<file path="config.mk">
export PLATFORM = sky130hd
export DESIGN_NAME = haraka512_round_seq
export DESIGN_NICKNAME = d
export VERILOG_FILES = /design/src/rtl/haraka512_round_seq.sv
export SDC_FILE = /design/constraint.sdc
export NUM_CORES = 2
export LEC_CHECK = 0
export ABC_AREA = 1
export BUFFER_PORTS_ARGS = -buffer_cell sky130_fd_sc_hd__buf_2
export CAP_MARGIN = 10
export CORE_AREA = 2 2 701 703
export CTS_BUF_LIST = sky130_fd_sc_hd__clkbuf_2
export DETAILED_ROUTE_END_ITERATION = 10
export DIE_AREA = 0 0 703 705
export PLACE_DENSITY_LB_ADDON = 0.3
export SLEW_MARGIN = 20
export SYNTH_ARGS = -nofsm -noshare
export SYNTH_HDL_FRONTEND = slang
export SYNTH_SLANG_ARGS = --single-unit
export TNS_END_PERCENT = 100
</file>
<file path="constraint.sdc">
create_clock -name clk -period 1.7 [get_ports clk]
set_input_delay 0.085 -clock clk [delete_from_list [all_inputs] [get_ports clk]]
set_output_delay 0.085 -clock clk [all_outputs]
set_load 0.01 [all_outputs]
</file>
<file path="src/rtl/haraka512_round_seq.sv">
// Iterative Haraka-512 sequencer: loops the 512-bit state through an external
// round function, then applies feed-forward XOR and 256-bit truncation.
module haraka512_round_seq #(
  parameter int NUM_ROUNDS = 5,
  parameter int ROUND_W    = 3,
  parameter int STATE_W    = 512
) (
  input  logic               clk,
  input  logic               rst_n,
  input  logic               in_valid,
  output logic               in_ready,
  input  logic [STATE_W-1:0] msg_i,
  output logic [ROUND_W-1:0] round_o,
  output logic [STATE_W-1:0] rf_state_o,
  input  logic [STATE_W-1:0] rf_state_i,
  output logic               out_valid,
  input  logic               out_ready,
  output logic [255:0]       digest_o,
  output logic               busy
);

  typedef enum logic [1:0] {
    S_IDLE,
    S_RUN,
    S_DONE
  } fsm_e;

  localparam logic [ROUND_W-1:0] LAST_ROUND = ROUND_W'(NUM_ROUNDS - 1);

  fsm_e               fsm_q,       fsm_d;
  logic [STATE_W-1:0] state_q,     state_d;
  logic [STATE_W-1:0] ff_q,        ff_d;
  logic [ROUND_W-1:0] round_q,     round_d;
  logic [255:0]       digest_q,    digest_d;
  logic               in_ready_q,  in_ready_d;
  logic               out_valid_q, out_valid_d;
  logic               busy_q,      busy_d;

  logic [STATE_W-1:0] ff_x;
  logic [255:0]       trunc;

  // Keep the high halves of lanes 0/1 and the low halves of lanes 2/3.
  always_comb begin
    ff_x  = rf_state_i ^ ff_q;
    trunc = {ff_x[447:384], ff_x[319:256], ff_x[255:192], ff_x[127:64]};
  end

  always_comb begin
    fsm_d       = fsm_q;
    state_d     = state_q;
    ff_d        = ff_q;
    round_d     = round_q;
    digest_d    = digest_q;
    in_ready_d  = in_ready_q;
    out_valid_d = out_valid_q;
    busy_d      = busy_q;

    unique case (fsm_q)
      S_IDLE: begin
        if (in_valid) begin
          state_d    = msg_i;
          ff_d       = msg_i;
          round_d    = '0;
          fsm_d      = S_RUN;
          in_ready_d = 1'b0;
          busy_d     = 1'b1;
        end
      end
      S_RUN: begin
        state_d = rf_state_i;
        if (round_q == LAST_ROUND) begin
          digest_d    = trunc;
          round_d     = '0;
          fsm_d       = S_DONE;
          busy_d      = 1'b0;
          out_valid_d = 1'b1;
        end else begin
          round_d = round_q + ROUND_W'(1);
        end
      end
      S_DONE: begin
        if (out_ready) begin
          fsm_d       = S_IDLE;
          out_valid_d = 1'b0;
          in_ready_d  = 1'b1;
        end
      end
      default: begin
        fsm_d       = S_IDLE;
        round_d     = '0;
        in_ready_d  = 1'b1;
        out_valid_d = 1'b0;
        busy_d      = 1'b0;
      end
    endcase
  end

  // NOTE: state is updated with <= only, so every flop samples the
  // pre-edge values computed above regardless of statement order.
  always_ff @(posedge clk) begin
    if (!rst_n) begin
      // NOTE: the datapath registers are cleared too, so a reset discards any
      // in-flight message and no stale digest is ever visible.
      fsm_q       <= S_IDLE;
      state_q     <= '0;
      ff_q        <= '0;
      round_q     <= '0;
      digest_q    <= '0;
      in_ready_q  <= 1'b1;
      out_valid_q <= 1'b0;
      busy_q      <= 1'b0;
    end else begin
      fsm_q       <= fsm_d;
      state_q     <= state_d;
      ff_q        <= ff_d;
      round_q     <= round_d;
      digest_q    <= digest_d;
      in_ready_q  <= in_ready_d;
      out_valid_q <= out_valid_d;
      busy_q      <= busy_d;
    end
  end

  assign in_ready   = in_ready_q;
  assign out_valid  = out_valid_q;
  assign busy       = busy_q;
  assign round_o    = round_q;
  assign rf_state_o = state_q;
  assign digest_o   = digest_q;

endmodule
</file>
==> impl_metrics.toml, run 1 <==
[run_status]
status = "did not finish"
lastStage = "clock tree synthesis"
tool.error = "[ERROR RSZ-0060] Max buffer count reached."

[clock_tree]
clk_path_buf_depth = 4
htreeDepth = 5
cts-buffers-inserted = 333
cts-hold-fix-buffers = 3046
cts_sinks = 1032
cts_setup_buffers = 89
cts_resized = 2419
root_buffer = "clkbuf_2"

[synth]
ys_seq_area_share_pct = 47.11
yosysWarnings = 0
syn-num-nets = 7428
syn_inst = 6398
netlist_area_um2 = 43850
synth-seq-cells = 1032
syn_area_per_cell_um2 = 6.854
ys_types = 22

[placement]
place_inst = 14570
dp_hpwl_mm = 347.4
gp_congestion = 1.017
io_buffers = 1801

[floorplanning]
fp.dieH_um = 705
dieWidth_um = 703
start_util_pct = 8.984
num_io_pins = 1802
rows = 257
## synth_stat cells, drive strengths merged
cell type,number,area share (%)
ha,2,0.057
o21bai,1,0.017
clkbuf,182,1.6
nand4,1,0.014
nand2,2064,18
inv,15,0.13
nor2,1541,13
a21oi,262,3.0
buf,270,3.3
dfxtp,1032,47
xor2,256,5.1
o21ai,769,8.8
nand3,3,0.034
## through the flow
step                instance area (µm²)  setup TNS [ns]  hold slack [ns]  utilization, %  setup slack, ns
detailed placement                63110         -156.41           0.3599           12.93          -0.3533
global placement                  63110         -126.08           0.3548           12.93          -0.3227
floorplan                         43850               0           0.2338               -           0.1020
## logic make-up after synthesis
kind of cell,count (synthesis),share of synthesized area (%)
simple gates,3609,30.94
buf+inv,467,4.996
xor+xnor,256,5.113
flops,1032,47.11
fa+ha+maj,2,0.05705
compound gates,1032,11.78
==> run 2: changes to the inputs <==
--- a/config.mk
+++ b/config.mk
@@ -8,11 +8,10 @@
 export ABC_AREA = 1
 export BUFFER_PORTS_ARGS = -buffer_cell sky130_fd_sc_hd__buf_2
 export CAP_MARGIN = 10
-export CORE_AREA = 2 2 701 703
-export CTS_BUF_LIST = sky130_fd_sc_hd__clkbuf_2
+export CORE_AREA = 2 2 697 699
 export DETAILED_ROUTE_END_ITERATION = 10
-export DIE_AREA = 0 0 703 705
-export PLACE_DENSITY_LB_ADDON = 0.3
+export DIE_AREA = 0 0 699 701
+export PLACE_DENSITY_LB_ADDON = 0.15
 export SLEW_MARGIN = 20
 export SYNTH_ARGS = -nofsm -noshare
 export SYNTH_HDL_FRONTEND = slang
==> run 2 against run 1 <==
The flow now finishes, with violations (negative setup slack). Area after synthesis is the same. Synthesized cell count is the same.
==> impl_metrics.toml, run 2 <==
[floorplanning]
dieWidth_um = 699
fp.dieH_um = 701
die-area_um2 = 490000
num_io_pins = 1802
start_util_pct = 9.102
rows = 255
core-area_um2 = 481800

[synth]
ys_dominant_reg_cell = "dfxtp_1"
synth-simple-area-share_pct = 30.94
synth_commonest_cells = "nand2_1 (2061), nor2_1 (1540), dfxtp_1 (1032)"
syn_inst = 6398
synth_top_area_cell = "dfxtp_1"
muxShareOfSynthArea_pct = 0
syn_area_per_cell_um2 = 6.854
ys_types = 22
synth_edf_count = 0
synth_top_cell_area_share_pct = 47.11
ys_seq_area_share_pct = 47.11
synthAdderAreaFrac_pct = 0.05706
synth_compound_area_share_pct = 11.78
yosysWarnings = 0
synth_most_common_cell = "nand2_1"
ys_top_cells_by_area = "dfxtp_1 (47%), nand2_1 (18%), nor2_1 (13%), o21ai_0 (7.1%), xor2_1 (5.1%)"
syn-num-nets = 7428
netlist_area_um2 = 43850
synth-seq-cells = 1032
postSynth.asyncResetShare_pct = 0
synth_top_family_by_area = "simple AND/OR/NAND/NOR gates"
synthXorXnorAreaFrac_pct = 5.113

[worst_setup_path]
r2r-end = "rf_state_o[460]"
reg2reg_slack_ns = -0.16
cp_slowest_cell = "dfxtp_4"
arrival_ns = 2.58
crit_fanout = 11
crit_buf_inv = 5
worstSetupPathType = "register to register"
worstPathCellList = "inv_4 > nand2_8 > buf_12 > buf_16 > buf_12 > nand2_1 > nand2_1 > nor2_2 > buf_4 > nor2_1"
crit_required_ns = 2.42
max_stage_delay_ns = 0.36
start_kind = "register"
end_kind = "register"
path_delay_family = "buffers and inverters"
timing.rr.start = "fsm_q[1]"
reg2reg_depth = 10

[pwr]
power.leakage_uw = 0.03875
p_per_area_nw_per_um2 = 963.0
clkPwrFrac_pct = 41.0
seqPwrFrac_pct = 33.8
ir_drop_mv = 0.6317
switching_power_uw = 27070
p_comb_share_pct = 25.2
power.internal_uw = 54170
p_sw_share_pct = 33.32

[placement]
placed_area_um2 = 63980
place_ws_ns = -0.4484
io_buffers = 1801
dp_hpwl_mm = 315.5
place_inst = 14630
gp_congestion = 0.9082

[global_routing]
grt_pass1_vias = 56600
grt_pass1_wl_mm = 516.5
grt_max_degree = 105
grt_antenna_before_repair = 141
grt_use_total_pct = 15.34
gr-total-overflow = 0

[finish]
layout_common_cells = "nand2_1 (2026), buf_2 (1797), nor2_1 (1491), dlygate4sd3_1 (1214), dfxtp_1 (1029)"
finalNonFillerCells = 16270
largest_register_ffs = 512
fin_area_um2 = 84370
fillers = 55570
area_growth_pct = 92.38
final_common_cell = "nand2_1"
nNetsFinal = 10710
layout-drive-gt1-share_pct = 27.42

[sta]
max_freq_mhz = 537.3
worst_slack_ns = -0.1612
finalMaxSlewViolations = 0
slew_headroom_pct = 55.28
whs_ns = 0.09658
setup_viol = 658
skew_ns = 0.04181
hold_viol_final = 0
post-route-min-period_ns = 1.861
tightest_slew_ns = 0.6686
rsz0062_at_grt = "yes"
period_share_pct = 109.5

[hold_path]
min_from = "msg_i[95]"
whs_path_depth = 4
holdPathEnd = "ff_q[95]"
hp-class = "input port to register"

[clock_tree]
clk_path_buf_depth = 4
clkSlewWorstSetupHoldPaths_ns = 0.06
root_buffer = "clkbuf_16"
tritoncts = "yes"
cts_sinks = 1032
htreeDepth = 4
insertion_delay_ns = 0.85
cts-buffers-inserted = 156

[route]
drtIter0Drc = 2849
viasPerCell = 3.407
drt_wl_total_mm = 407.8
wl_per_cell_um = 25.07
postRouteAntennaNets = 0
drc = 0
vias = 55420
dr.pass1.iters = 6

[job]
maxCapViolations = 0

[run_status]
violations = "negative setup slack"
status = "finished, violations left"
run 2: logic make-up (layout without fill, tap and decap cells):
group	count (synthesis)	in the layout
simple gates	3609	3609
compound gates	1032	1032
flops	1032	1032
buf+inv	467	3854
xor+xnor	256	256
fa+ha+maj	2	2
other cells	0	56
run 2: worst reg2reg max path: stages, from the launching register on:
cell	delay (ns)
dfxtp_4	0.36
inv_4	0.08
nand2_8	0.13
buf_12	0.19
buf_16	0.16
buf_12	0.28
nand2_1	0.06
nand2_1	0.09
nor2_2	0.16
buf_4	0.17
nor2_1	0.05
run 2: worst max-delay path by stage:
stage,startpoint,to,slack [ns],cells past startpoint
3_5_place_dp,fsm_q[0],rf_state_o[67],-0.45,9
3_3_place_gp,fsm_q[0],rf_state_o[67],-0.46,9
5_1_grt,fsm_q[1],rf_state_o[397],-0.22,11
2_1_floorplan,round_o[0],digest_o[216],0.10,9
4_1_cts,fsm_q[1],digest_o[234],-0.16,10
6_report,fsm_q[1],rf_state_o[460],-0.16,10
run 2: power groups by stage:
stage / combinational [µW] / sequential [µW] / clock, µW
floorplan: 5790 / 28300 / 0
global placement: 16500 / 28000 / 0
detailed placement: 16400 / 27900 / 0
CTS: 20100 / 27500 / 34700
global route: 22100 / 27700 / 35400
finish: 20500 / 27400 / 33300
run 2: cell type report:
class / instances / area (µm²) / share of cell area (%)
inverter: 15 / 127.6 / 0.1513
antenna: 56 / 140.1 / 0.1661
multi-input combinational: 4899 / 21370 / 25.33
sequential: 1032 / 20670 / 24.50
clock buffer: 234 / 4529 / 5.369
tap: 6425 / 8039 / 9.529
timing repair buffer: 3572 / 29050 / 34.43
clock inverter: 33 / 439.2 / 0.5206
run 2: metrics by stage:
stage | power, µW | TNS (ns) | util [%]
finish | 81250 | -36.77 | 17.51
global route | 85180 | -111.78 | 17.50
CTS | 82290 | -72.08 | 17.09
detailed placement | 44360 | -137.15 | 13.28
global placement | 44500 | -151.29 | 13.28
floorplan | 34050 | 0 | -
run 2: what timing repair did:
action | CTS | global route
setup endpoints to repair | 1029 | 940
cloned | 20 | 54
pin swaps | 3 | 7
hold buffers | 1216 | 0
endpoints found under the hold margin | 1032 | 0
buffers inserted | 12 | 16
resized for setup | 148 | 128
run 2: routing by layer:
layer  vias to the layer above  global-route usage (%)  routed length, µm
li1                      26770                       -                  -
met1                     26460                   17.59             164400
met2                      1652                   28.01             206600
met3                       513                   3.649              23230
met4                        30                   4.521              13380
met5                         -                       0                203
Note: power is estimated with default switching activity, not from simulation.
